--- src/rtl/cic_pkg.sv ---
// Shared types and helpers for the CIC interpolator feed sequencer.
package cic_pkg;

    typedef enum logic [1:0] {
        IDLE  = 2'd0,
        RUN   = 2'd1,
        FLUSH = 2'd2
    } feed_state_e;

    // Saturating increment for counters up to 32 bits wide: returns cnt+1,
    // or cnt unchanged once it holds the all-ones value for 'width' bits.
    function automatic logic [31:0] sat_inc(input logic [31:0] cnt, input int width);
        logic [31:0] max_val;
        if (width >= 32) begin
            max_val = '1;
        end else begin
            max_val = (32'd1 << width) - 32'd1;
        end
        return (cnt == max_val) ? cnt : cnt + 32'd1;
    endfunction

endpackage : cic_pkg

--- src/rtl/cic_sat_counter.sv ---
// Saturating event counter with synchronous clear; clear has priority.
module cic_sat_counter
    import cic_pkg::*;
#(
    parameter int WIDTH = 16
) (
    input  logic             in_clock,
    input  logic             in_reset_n,
    input  logic             i_clr,
    input  logic             i_inc,
    output logic [WIDTH-1:0] o_cnt
);

    logic [WIDTH-1:0] r_cnt;

    // Count events, stick at all ones, clear on request.
    // NOTE: state registers use non-blocking (<=) so every flop samples the
    // pre-edge value of its neighbours; blocking here would create order races.
    always_ff @(posedge in_clock or negedge in_reset_n) begin
        if (!in_reset_n) begin
            r_cnt <= '0;
        end else if (i_clr) begin
            r_cnt <= '0;
        end else if (i_inc) begin
            r_cnt <= WIDTH'(sat_inc(32'(r_cnt), WIDTH));
        end
    end

    assign o_cnt = r_cnt;

endmodule : cic_sat_counter

--- src/rtl/cic_interp_feed_ctrl.sv ---
// Paces low-rate samples into the CIC interpolator on a sample tick,
// zero-fills underruns and flushes the filter with zeros on stop.
module cic_interp_feed_ctrl
    import cic_pkg::*;
#(
    parameter int DATA_WIDTH = 16,
    parameter int FLUSH_LEN  = 3,
    parameter int CNT_WIDTH  = 16,
    parameter int ZERO_FILL  = 1
) (
    input  logic                  in_clock,
    input  logic                  in_reset_n,
    input  logic                  cmd_start,
    input  logic                  cmd_stop,
    input  logic                  tick,
    input  logic                  s_valid,
    output logic                  s_ready,
    input  logic [DATA_WIDTH-1:0] s_data,
    output logic                  m_valid,
    input  logic                  m_ready,
    output logic [DATA_WIDTH-1:0] m_data,
    output logic                  busy,
    output logic                  flushing,
    output logic                  done,
    output logic [CNT_WIDTH-1:0]  underrun_cnt,
    output logic [CNT_WIDTH-1:0]  late_cnt
);

    // Flush counter is wide enough to hold FLUSH_LEN itself (min 1 bit).
    localparam int FW = (FLUSH_LEN > 0) ? $clog2(FLUSH_LEN + 1) : 1;
    localparam logic [FW-1:0] FLUSH_LAST = FW'(FLUSH_LEN);

    feed_state_e           r_state;
    feed_state_e           w_state_nxt;
    logic                  r_m_valid;
    logic [DATA_WIDTH-1:0] r_m_data;
    logic [FW-1:0]         r_flush_cnt;
    logic                  r_done;

    logic                  w_slot_free;
    logic                  w_load;
    logic [DATA_WIDTH-1:0] w_load_data;
    logic                  w_s_ready;
    logic                  w_underrun_inc;
    logic                  w_late_inc;
    logic                  w_cnt_clr;
    logic                  w_flush_adv;
    logic                  w_done;

    // The slot can take a new sample when empty or when it drains this cycle.
    assign w_slot_free = !r_m_valid || m_ready;

    // Next-state and per-cycle control decode.
    // NOTE: every signal gets a default before the case so no path leaves one
    // unassigned; a missing default would infer a latch.
    always_comb begin
        w_state_nxt    = r_state;
        w_load         = 1'b0;
        w_load_data    = '0;
        w_s_ready      = 1'b0;
        w_underrun_inc = 1'b0;
        w_late_inc     = 1'b0;
        w_cnt_clr      = 1'b0;
        w_flush_adv    = 1'b0;
        w_done         = 1'b0;
        case (r_state)
            IDLE: begin
                if (cmd_start) begin
                    w_cnt_clr   = 1'b1;
                    w_state_nxt = RUN;
                end
            end
            RUN: begin
                if (tick) begin
                    if (!w_slot_free) begin
                        w_late_inc = 1'b1;
                    end else if (s_valid) begin
                        w_s_ready   = 1'b1;
                        w_load      = 1'b1;
                        w_load_data = s_data;
                    end else begin
                        w_underrun_inc = 1'b1;
                        w_load         = (ZERO_FILL != 0);
                    end
                end
                // A tick coinciding with stop still loads above.
                if (cmd_stop) begin
                    w_state_nxt = FLUSH;
                end
            end
            FLUSH: begin
                if (tick) begin
                    if (!w_slot_free) begin
                        w_late_inc = 1'b1;
                    end else if (r_flush_cnt != FLUSH_LAST) begin
                        w_load      = 1'b1;
                        w_flush_adv = 1'b1;
                    end
                end
                // Finish only once the last zero has left the slot.
                if ((r_flush_cnt == FLUSH_LAST) && !r_m_valid) begin
                    w_done      = 1'b1;
                    w_state_nxt = IDLE;
                end
            end
            default: begin
                w_state_nxt = IDLE;
            end
        endcase
    end

    // State register.
    always_ff @(posedge in_clock or negedge in_reset_n) begin
        if (!in_reset_n) begin
            r_state <= IDLE;
        end else begin
            r_state <= w_state_nxt;
        end
    end

    // Output slot: load wins over drain, otherwise empty on handshake.
    always_ff @(posedge in_clock or negedge in_reset_n) begin
        if (!in_reset_n) begin
            r_m_valid <= 1'b0;
            r_m_data  <= '0;
        end else if (w_load) begin
            r_m_valid <= 1'b1;
            r_m_data  <= w_load_data;
        end else if (m_ready) begin
            r_m_valid <= 1'b0;
        end
    end

    // Flush zero counter: rearmed while running, advanced per injected zero.
    always_ff @(posedge in_clock or negedge in_reset_n) begin
        if (!in_reset_n) begin
            r_flush_cnt <= '0;
        end else if (r_state == RUN) begin
            r_flush_cnt <= '0;
        end else if (w_flush_adv) begin
            r_flush_cnt <= r_flush_cnt + FW'(1);
        end
    end

    // Registered one-cycle done pulse, aligned with the return to IDLE.
    always_ff @(posedge in_clock or negedge in_reset_n) begin
        if (!in_reset_n) begin
            r_done <= 1'b0;
        end else begin
            r_done <= w_done;
        end
    end

    cic_sat_counter #(
        .WIDTH (CNT_WIDTH)
    ) u_underrun_cnt (
        .in_clock   (in_clock),
        .in_reset_n (in_reset_n),
        .i_clr      (w_cnt_clr),
        .i_inc      (w_underrun_inc),
        .o_cnt      (underrun_cnt)
    );

    cic_sat_counter #(
        .WIDTH (CNT_WIDTH)
    ) u_late_cnt (
        .in_clock   (in_clock),
        .in_reset_n (in_reset_n),
        .i_clr      (w_cnt_clr),
        .i_inc      (w_late_inc),
        .o_cnt      (late_cnt)
    );

    assign s_ready  = w_s_ready;
    assign m_valid  = r_m_valid;
    assign m_data   = r_m_data;
    assign busy     = (r_state == RUN) || (r_state == FLUSH);
    assign flushing = (r_state == FLUSH);
    assign done     = r_done;

endmodule : cic_interp_feed_ctrl

--- config.mk ---
export PLATFORM = sky130hd
export DESIGN_NAME = cic_interp_feed_ctrl
export DESIGN_NICKNAME = d
export VERILOG_FILES = /design/src/rtl/cic_pkg.sv /design/src/rtl/cic_sat_counter.sv /design/src/rtl/cic_interp_feed_ctrl.sv
export SDC_FILE = /design/constraint.sdc
export NUM_CORES = 1
export LEC_CHECK = 0
export ABC_AREA = 1
export BUFFER_PORTS_ARGS = -buffer_cell sky130_fd_sc_hd__buf_2
export CELL_PAD_IN_SITES_DETAIL_PLACEMENT = 1
export CELL_PAD_IN_SITES_GLOBAL_PLACEMENT = 2
export CORE_ASPECT_RATIO = 0.7
export CORE_MARGIN = 2
export CORE_UTILIZATION = 30
export CTS_CLUSTER_SIZE = 14
export DETAILED_ROUTE_END_ITERATION = 8
export GPL_TIMING_DRIVEN = 0
export PLACE_DENSITY_LB_ADDON = 0.1
export SETUP_SLACK_MARGIN = 0.3
export SYNTH_ARGS = -nofsm -noshare
export SYNTH_HDL_FRONTEND = slang
export SYNTH_SLANG_ARGS = --single-unit
--- constraint.sdc ---
create_clock -name in_clock -period 1.9 [get_ports in_clock]
set_input_delay 0.38 -clock in_clock [delete_from_list [all_inputs] [get_ports in_clock]]
set_output_delay 0.38 -clock in_clock [all_outputs]
set_load 0.01 [all_outputs]
==> out/results.txt, run 1 <==
r2r startpoint: r_state[1]$_DFFE_PN0P_
Crit path largest cell delay: 0.38 ns
count leader, synth: nand2_1
fin cells: 653
CP Buf/Inv Count: 5
# diodes: 0
RePlAce Congestion: 0.737
post-placement cell area: 3650 µm²
CP Max Fanout: 8
post-route cell area: 4360 µm²
Via Count: 3115
CTS tree: built
final HPWL from detailed placement: 6880 µm
crit path from: r_state[1]$_DFFE_PN0P_
Comb power frac: 46.6%
synthesized flop and latch total: 54
grt total ovfl: 0
CP Capture Type: flop
routed wl met3: 416 µm
max cap viols: 0
final hold slack: 0.120 ns
number of cells after detailed placement: 615
first-pass GRT wire length: 16000 µm
port buffer count: 74
CTS buffer count: 5
syn avg cell area: 7.59 µm²
internal power: 3.00 mW
worst path cell trace: inv_2, ha_4, buf_8, nand4_1, buf_4, inv_4, nand3_4, inv_4, nand2_2, nand2_2
switching power: 1.72 mW
drt pass-1 iters: 4
Post-synth EDFFs: 0
DRT iter0 DRCs: 99
Avg Vias per Cell: 4.77
Worst Setup Slack post-DPL: -0.183 ns
Slew HR: 50.9%
Nets: 551
Tot Pwr: 4.72 mW
layout cells sized above 1: 35.9%
Setup Viol. Count Final: 0
die footprint: 11200 µm²
maximum vdd drop: 0.000384 V
post-route ant nets: 0
RSZ-0062 raised after global routing: true
status: finished, final reports clean
met2 wire length: 4500 µm
Final Util: 42.8%
final hold vios: 0
H-Tree Level Count: 2
WL/cell: 15.4 µm
DRC: 0
Synth async-reset ratio: 100%
Power Density: 1080 nW/µm²
CORE AREA: 10200 µm²
Sw Ratio: 36.4%
Critical Path Stages: 10
CP Class: reg -> reg
ys flop type: dfrtp_1
clock sink count: 54
Fillers: 1260
Post-Synthesis Cell Area: 3100 µm²
All-Layer GR Usage: 18.1%
Synth cell types: 33
post-synth top area cell: dfrtp_1
WP data required: 2.14 ns
IO Pins: 76
Worst EP arrival: 1.90 ns
Final TNS setup: 0 ns
crit-path leading delay family: buffers and inverters
Mapped Nets: 439
crit start category: flop
Max stage delay cell, worst path: dfrtp_1
setup ws final: 0.241 ns
num rows: 31
Root Buffer: clkbuf_16
Synth top cells by count: 137 x nand2_1, 54 x dfrtp_1, 38 x inv_1
initial antenna violation count: 0
vias in the first global route: 3106
CTS max path bufs: 2
fmax: 603 MHz
M1 WL: 5080 µm
latest clock arrival within the worst-skew pair: 0.29 ns
Pleak: 2.22 nW
Slew Viols, Final: 0
FF-to-FF setup slack: 0.24 ns
die height: 89.1 µm
Clock Skew: 0.00361 ns
final WL: 10100 µm
Top Layer Used: met4
Clock Pin Slew Worst Setup and Hold Paths: 0.07 ns
worst min path class: in -> async
post-layout min period: 1.66 ns
Gate Count Post-Synth: 409
worst setup path endpoint: u_late_cnt.o_cnt[15]$_DFFE_PN0P_
Area contributors post-synth: dfrtp_1 44%, nand2_1 17%, nand4_1 6.3%, inv_1 4.6%, nand3_1 4.5%
share of the synthesized area in the top cell type: 43.5%
Hold-fix buffers, CTS: 0
Starting Density: 30.4%
largest net degree at the start of global routing: 55
Chip Width: 126 µm
FF-to-FF End: u_late_cnt.o_cnt[15]$_DFFE_PN0P_
clock share of power: 23.0%
Slew @ Worst Pin: 0.736 ns
cells on worst reg2reg path: 10
Seq/Total Area, Yosys: 43.5%
Yosys warnings: 0
area grow syn2layout: 40.6%
Sequential Power Share: 30.5%
Final period util: 87.3%
## cells by family after synthesis
group	count (synthesis)	share of synthesized area (%)
AO/OA/AOI/OAI	33	6.01
flip-flops	54	43.5
buffers and inverters	51	7.10
adder cells (fa/ha/maj)	7	2.82
XOR/XNOR	13	3.67
AND/OR/NAND/NOR	251	36.9
## what timing repair did
action | 4_1_cts | 5_1_grt
buffers inserted | 22 | 7
resized for setup | 44 | 37
cloned | 1 | 1
endpoints found under the setup margin | 45 | 52
pin swaps | 10 | 14
## state kept, by name, summed over array words and instances (netlist names)
name and cells:
u_late_cnt.o_cnt 16, u_underrun_cnt.o_cnt 16, m_data 16, done 1
r_state 2, m_valid 1, r_flush_cnt 2
## power groups by stage
stage / registers (mW) / clock network (mW) / logic (mW)
after floorplan: 1.54 / 0 / 0.806
after global placement: 1.48 / 0 / 1.33
after detailed placement: 1.49 / 0 / 1.36
after CTS: 1.43 / 1.13 / 2.01
after global routing: 1.46 / 1.17 / 2.40
final: 1.44 / 1.08 / 2.20
## worst register-to-register path: cells and delay by family, from the launching register on
kind	cells	cell delay [ns]
adder cells (fa/ha/maj)	1	0.28
buffers and inverters	5	0.57
flip-flops	1	0.38
AND/OR/NAND/NOR	4	0.39
## cells in the final DEF, fill, tap and decap left out, types with 11 or more instances in the layout
cell,instances
nand2_2,18
nand3_1,26
nor2_1,30
dfrtp_1,49
nand2_1,121
xor2_1,11
nand4_1,31
buf_2,73
buf_4,30
inv_1,33
## metal layers
layer | GRT usage [%] | up-vias
met5 | 0 | -
met4 | 3.64 | 0
met3 | 3.41 | 7
met2 | 29.3 | 61
met1 | 25.6 | 1502
li1 | - | 1545
## worst min path at each step
stage / depth (start not counted) / slack [ns] / end / start
after floorplan: 0 / 0.08 / done$_DFF_PN0_ / in_reset_n
final: 1 / 0.12 / m_data[14]$_DFFE_PN0P_ / in_reset_n
after global placement: 2 / 0.45 / m_data[14]$_DFFE_PN0P_ / m_data[14]$_DFFE_PN0P_
after global routing: 1 / 0.19 / m_data[14]$_DFFE_PN0P_ / in_reset_n
after CTS: 3 / 0.34 / m_data[9]$_DFFE_PN0P_ / s_data[9]
after detailed placement: 2 / 0.46 / m_data[6]$_DFFE_PN0P_ / m_data[6]$_DFFE_PN0P_
## cell type report
cell class,instances,area [µm²],share of cell area (%)
Timing Repair Buffer,105,668,15.3
Inverter,40,159,3.64
Sequential cell,54,1360,31.1
Multi-Input combinational cell,304,1740,39.9
Buffer,11,105,2.41
Clock inverter,1,30.0,0.688
Clock buffer,6,139,3.18
Tap cell,132,165,3.79
Note: power is estimated with default switching activity, not from simulation.
==> inputs of run 2 (changes only) <==
--- a/config.mk
+++ b/config.mk
@@ -10,12 +10,13 @@
 export CELL_PAD_IN_SITES_DETAIL_PLACEMENT = 1
 export CELL_PAD_IN_SITES_GLOBAL_PLACEMENT = 2
 export CORE_ASPECT_RATIO = 0.7
-export CORE_MARGIN = 2
+export CORE_MARGIN = 3
 export CORE_UTILIZATION = 30
 export CTS_CLUSTER_SIZE = 14
 export DETAILED_ROUTE_END_ITERATION = 8
 export GPL_TIMING_DRIVEN = 0
 export PLACE_DENSITY_LB_ADDON = 0.1
+export RECOVER_POWER = 100
 export SETUP_SLACK_MARGIN = 0.3
 export SYNTH_ARGS = -nofsm -noshare
 export SYNTH_HDL_FRONTEND = slang
==> run 2 against run 1 <==
Effect of this change: first-iteration DRC count fell by 7.1%; sequential power barely moved; register-to-register slack barely moved; global-route usage fell by 0.35 points; highest routed layer unchanged; via count rose by 0.77%; power fell by 6.1%; non-clock buffer count rose by 4; combinational power fell by 9.1%.
==> out/results.txt, run 2 (synthesized netlist as in run 1, its figures left out) <==
Max stage delay cell, worst path: dfrtp_1
Final period util: 87.9% (+0.59 points)
RePlAce Congestion: 0.749 (+1.6%)
status: finished, final reports clean
post-route cell area: 4250 µm² (-2.6%)
worst path cell trace: inv_1, ha_1, inv_1, nor3_4, clkbuf_1, o21ai_1, nand2_1, nand2_1
Crit path largest cell delay: 0.39 ns (about the same)
CORE AREA: 9870 µm² (-3.2%)
Clock Pin Slew Worst Setup and Hold Paths: 0.08 ns (about the same)
fmax: 599 MHz (-0.67%)
maximum vdd drop: 0.000362 V (-5.7%)
post-route ant nets: 0 (unchanged)
Avg Vias per Cell: 4.79 (+0.46%)
cells on worst reg2reg path: 8 (-2)
CTS tree: built
CTS buffer count: 5 (unchanged)
Root Buffer: clkbuf_16
final WL: 10400 µm (+3.3%)
WL/cell: 15.9 µm (+3.0%)
post-layout min period: 1.67 ns (+0.0112 ns)
Hold Path Sink: m_data[8]$_DFFE_PN0P_
setup ws final: 0.230 ns (-0.0112 ns)
max cap viols: 0 (unchanged)
commonest non-fill, non-tap cell in the layout: nand2_1
initial antenna violation count: 0 (unchanged)
Slew Viols, Final: 0 (unchanged)
final HPWL from detailed placement: 7060 µm (+2.6%)
worst min path class: in -> reg
Power Density: 1040 nW/µm² (-3.6%)
DRT iter0 DRCs: 92 (-7.1%)
FF-to-FF setup slack: 0.23 ns (about the same)
CTS max path bufs: 2 (unchanged)
vias in the first global route: 3160 (+1.7%)
Worst EP arrival: 1.85 ns (-0.05 ns)
Hold-fix buffers, CTS: 0 (unchanged)
commonest cells after routing, fill and taps aside: 129 x nand2_1, 52 x dfrtp_1, 49 x clkbuf_1
All-Layer GR Usage: 17.8% (-0.35 points)
latest clock arrival within the worst-skew pair: 0.30 ns (about the same)
CP Class: reg -> reg
final hold vios: 0 (unchanged)
Setup Viol. Count Final: 0 (unchanged)
Slew HR: 2.67% (-48 points)
CP Max Fanout: 5 (-3)
grt total ovfl: 0 (unchanged)
H-Tree Level Count: 2 (unchanged)
Clock Skew: 0.00647 ns (+0.00286 ns)
hold depth: 3
post-placement cell area: 3640 µm² (-0.14%)
Nets: 556 (+0.91%)
num rows: 30 (-3.2%)
die height: 91.1 µm (+2.2%)
Slew @ Worst Pin: 1.46 ns (+0.724 ns)
DRC: 0 (unchanged)
Fillers: 1233 (-2.1%)
Chip Width: 128 µm (+1.6%)
Pleak: 2.04 nW (-8.2%)
Starting Density: 31.4% (+1.0 points)
WP data required: 2.08 ns (-0.06 ns)
Via Count: 3139 (+0.77%)
RSZ-0062 raised after global routing: true
# diodes: 0 (unchanged)
area grow syn2layout: 36.9%
die footprint: 11600 µm² (+3.9%)
r2r startpoint: r_state[0]$_DFFE_PN0P_
IO Pins: 76 (unchanged)
crit start category: flop
CP Capture Type: flop
first-pass GRT wire length: 16600 µm (+3.7%)
port buffer count: 74 (unchanged)
worst hold start: s_data[8]
layout cells sized above 1: 24.5% (-11 points)
largest net degree at the start of global routing: 55 (unchanged)
FF-to-FF End: m_data[5]$_DFFE_PN0P_
Worst Setup Slack post-DPL: -0.163 ns (+0.0200 ns)
clock sink count: 54 (unchanged)
drt pass-1 iters: 4 (unchanged)
## run 2: changes by cell type in the layout (fill, tap and decap cells not counted), sizes merged
| cell | delta |
|---|---|
| bufinv | -1 |
| clkinv | +1 |
| inv | +1 |
| buf | -49 |
| o21ai | +1 |
| clkbuf | +53 |
## run 2: final cells by class
cell class | instances | area [µm²] | share of cell area, %
buffer | 11 | 97.6 | 2.30
clock buffer | 6 | 139 | 3.27
clock inverter | 2 | 12.5 | 0.295
inverter | 40 | 155 | 3.65
multi-input combinational | 305 | 1710 | 40.2
sequential | 54 | 1350 | 31.9
tap | 128 | 160 | 3.77
timing repair buffer | 109 | 621 | 14.6
## run 2: timing repair
action | CTS | global route
hold endpoints to repair | 0 | 0
setup buffers | 16 | 16
pin swaps | 9 | 11
setup endpoints to repair | 51 | 43
resized for setup | 39 | 32
cloned | 1 | 3
## run 2: layer usage
metal / share of wire (%) / global-route usage (%) / vias up / wire length (µm)
met5: 0 / 0 / - / 0
met4: 0.70 / 3.75 / 0 / 73
met3: 5.3 / 3.53 / 8 / 547
met2: 44 / 27.2 / 67 / 4570
met1: 50 / 25.8 / 1500 / 5210
li1: - / - / 1564 / -
## run 2: report_power, final
group          switching [mW]  total (mW)  internal (mW)
clock                   0.447       0.971          0.524
sequential              0.128        1.46           1.33
combinational            1.14        2.00          0.861
## run 2: stage by stage
| stage | util, % | power [mW] | std cells | TNS (ns) | hold WS, ns |
|---|---|---|---|---|---|
| 6_report | 43.0 | 4.43 | 655 | 0 | 0.340 |
| 5_1_grt | 43.0 | 4.74 | 655 | 0 | 0.346 |
| 4_1_cts | 41.3 | 4.30 | 636 | 0 | 0.333 |
| 3_5_place_dp | 36.9 | 2.86 | 611 | -1.25 | 0.455 |
| 3_3_place_gp | 36.9 | 2.82 | 611 | -0.972 | 0.451 |
| 2_1_floorplan | - | 2.34 | 409 | 0 | 0.0844 |
## run 2: how the worst max path moves through the flow
stage | startpoint | cells past startpoint | to
detailed placement | r_state[1]$_DFFE_PN0P_ | 8 | u_underrun_cnt.o_cnt[12]$_DFFE_PN0P_
global route | u_underrun_cnt.o_cnt[8]$_DFFE_PN0P_ | 9 | u_underrun_cnt.o_cnt[11]$_DFFE_PN0P_
CTS | r_state[1]$_DFFE_PN0P_ | 5 | s_ready
finish | r_state[0]$_DFFE_PN0P_ | 8 | m_data[5]$_DFFE_PN0P_
floorplan | r_state[1]$_DFFE_PN0P_ | 9 | u_late_cnt.o_cnt[3]$_DFFE_PN0P_
global placement | r_state[1]$_DFFE_PN0P_ | 8 | u_underrun_cnt.o_cnt[5]$_DFFE_PN0P_
## run 2: worst max-delay path, delay by kind of cell (launching register included)
family | cells | cell delay (ns)
AND/OR/NAND/NOR | 3 | 0.47
adder cells (fa/ha/maj) | 1 | 0.20
AO/OA/AOI/OAI | 1 | 0.15
flip-flops | 1 | 0.39
buffers and inverters | 3 | 0.36
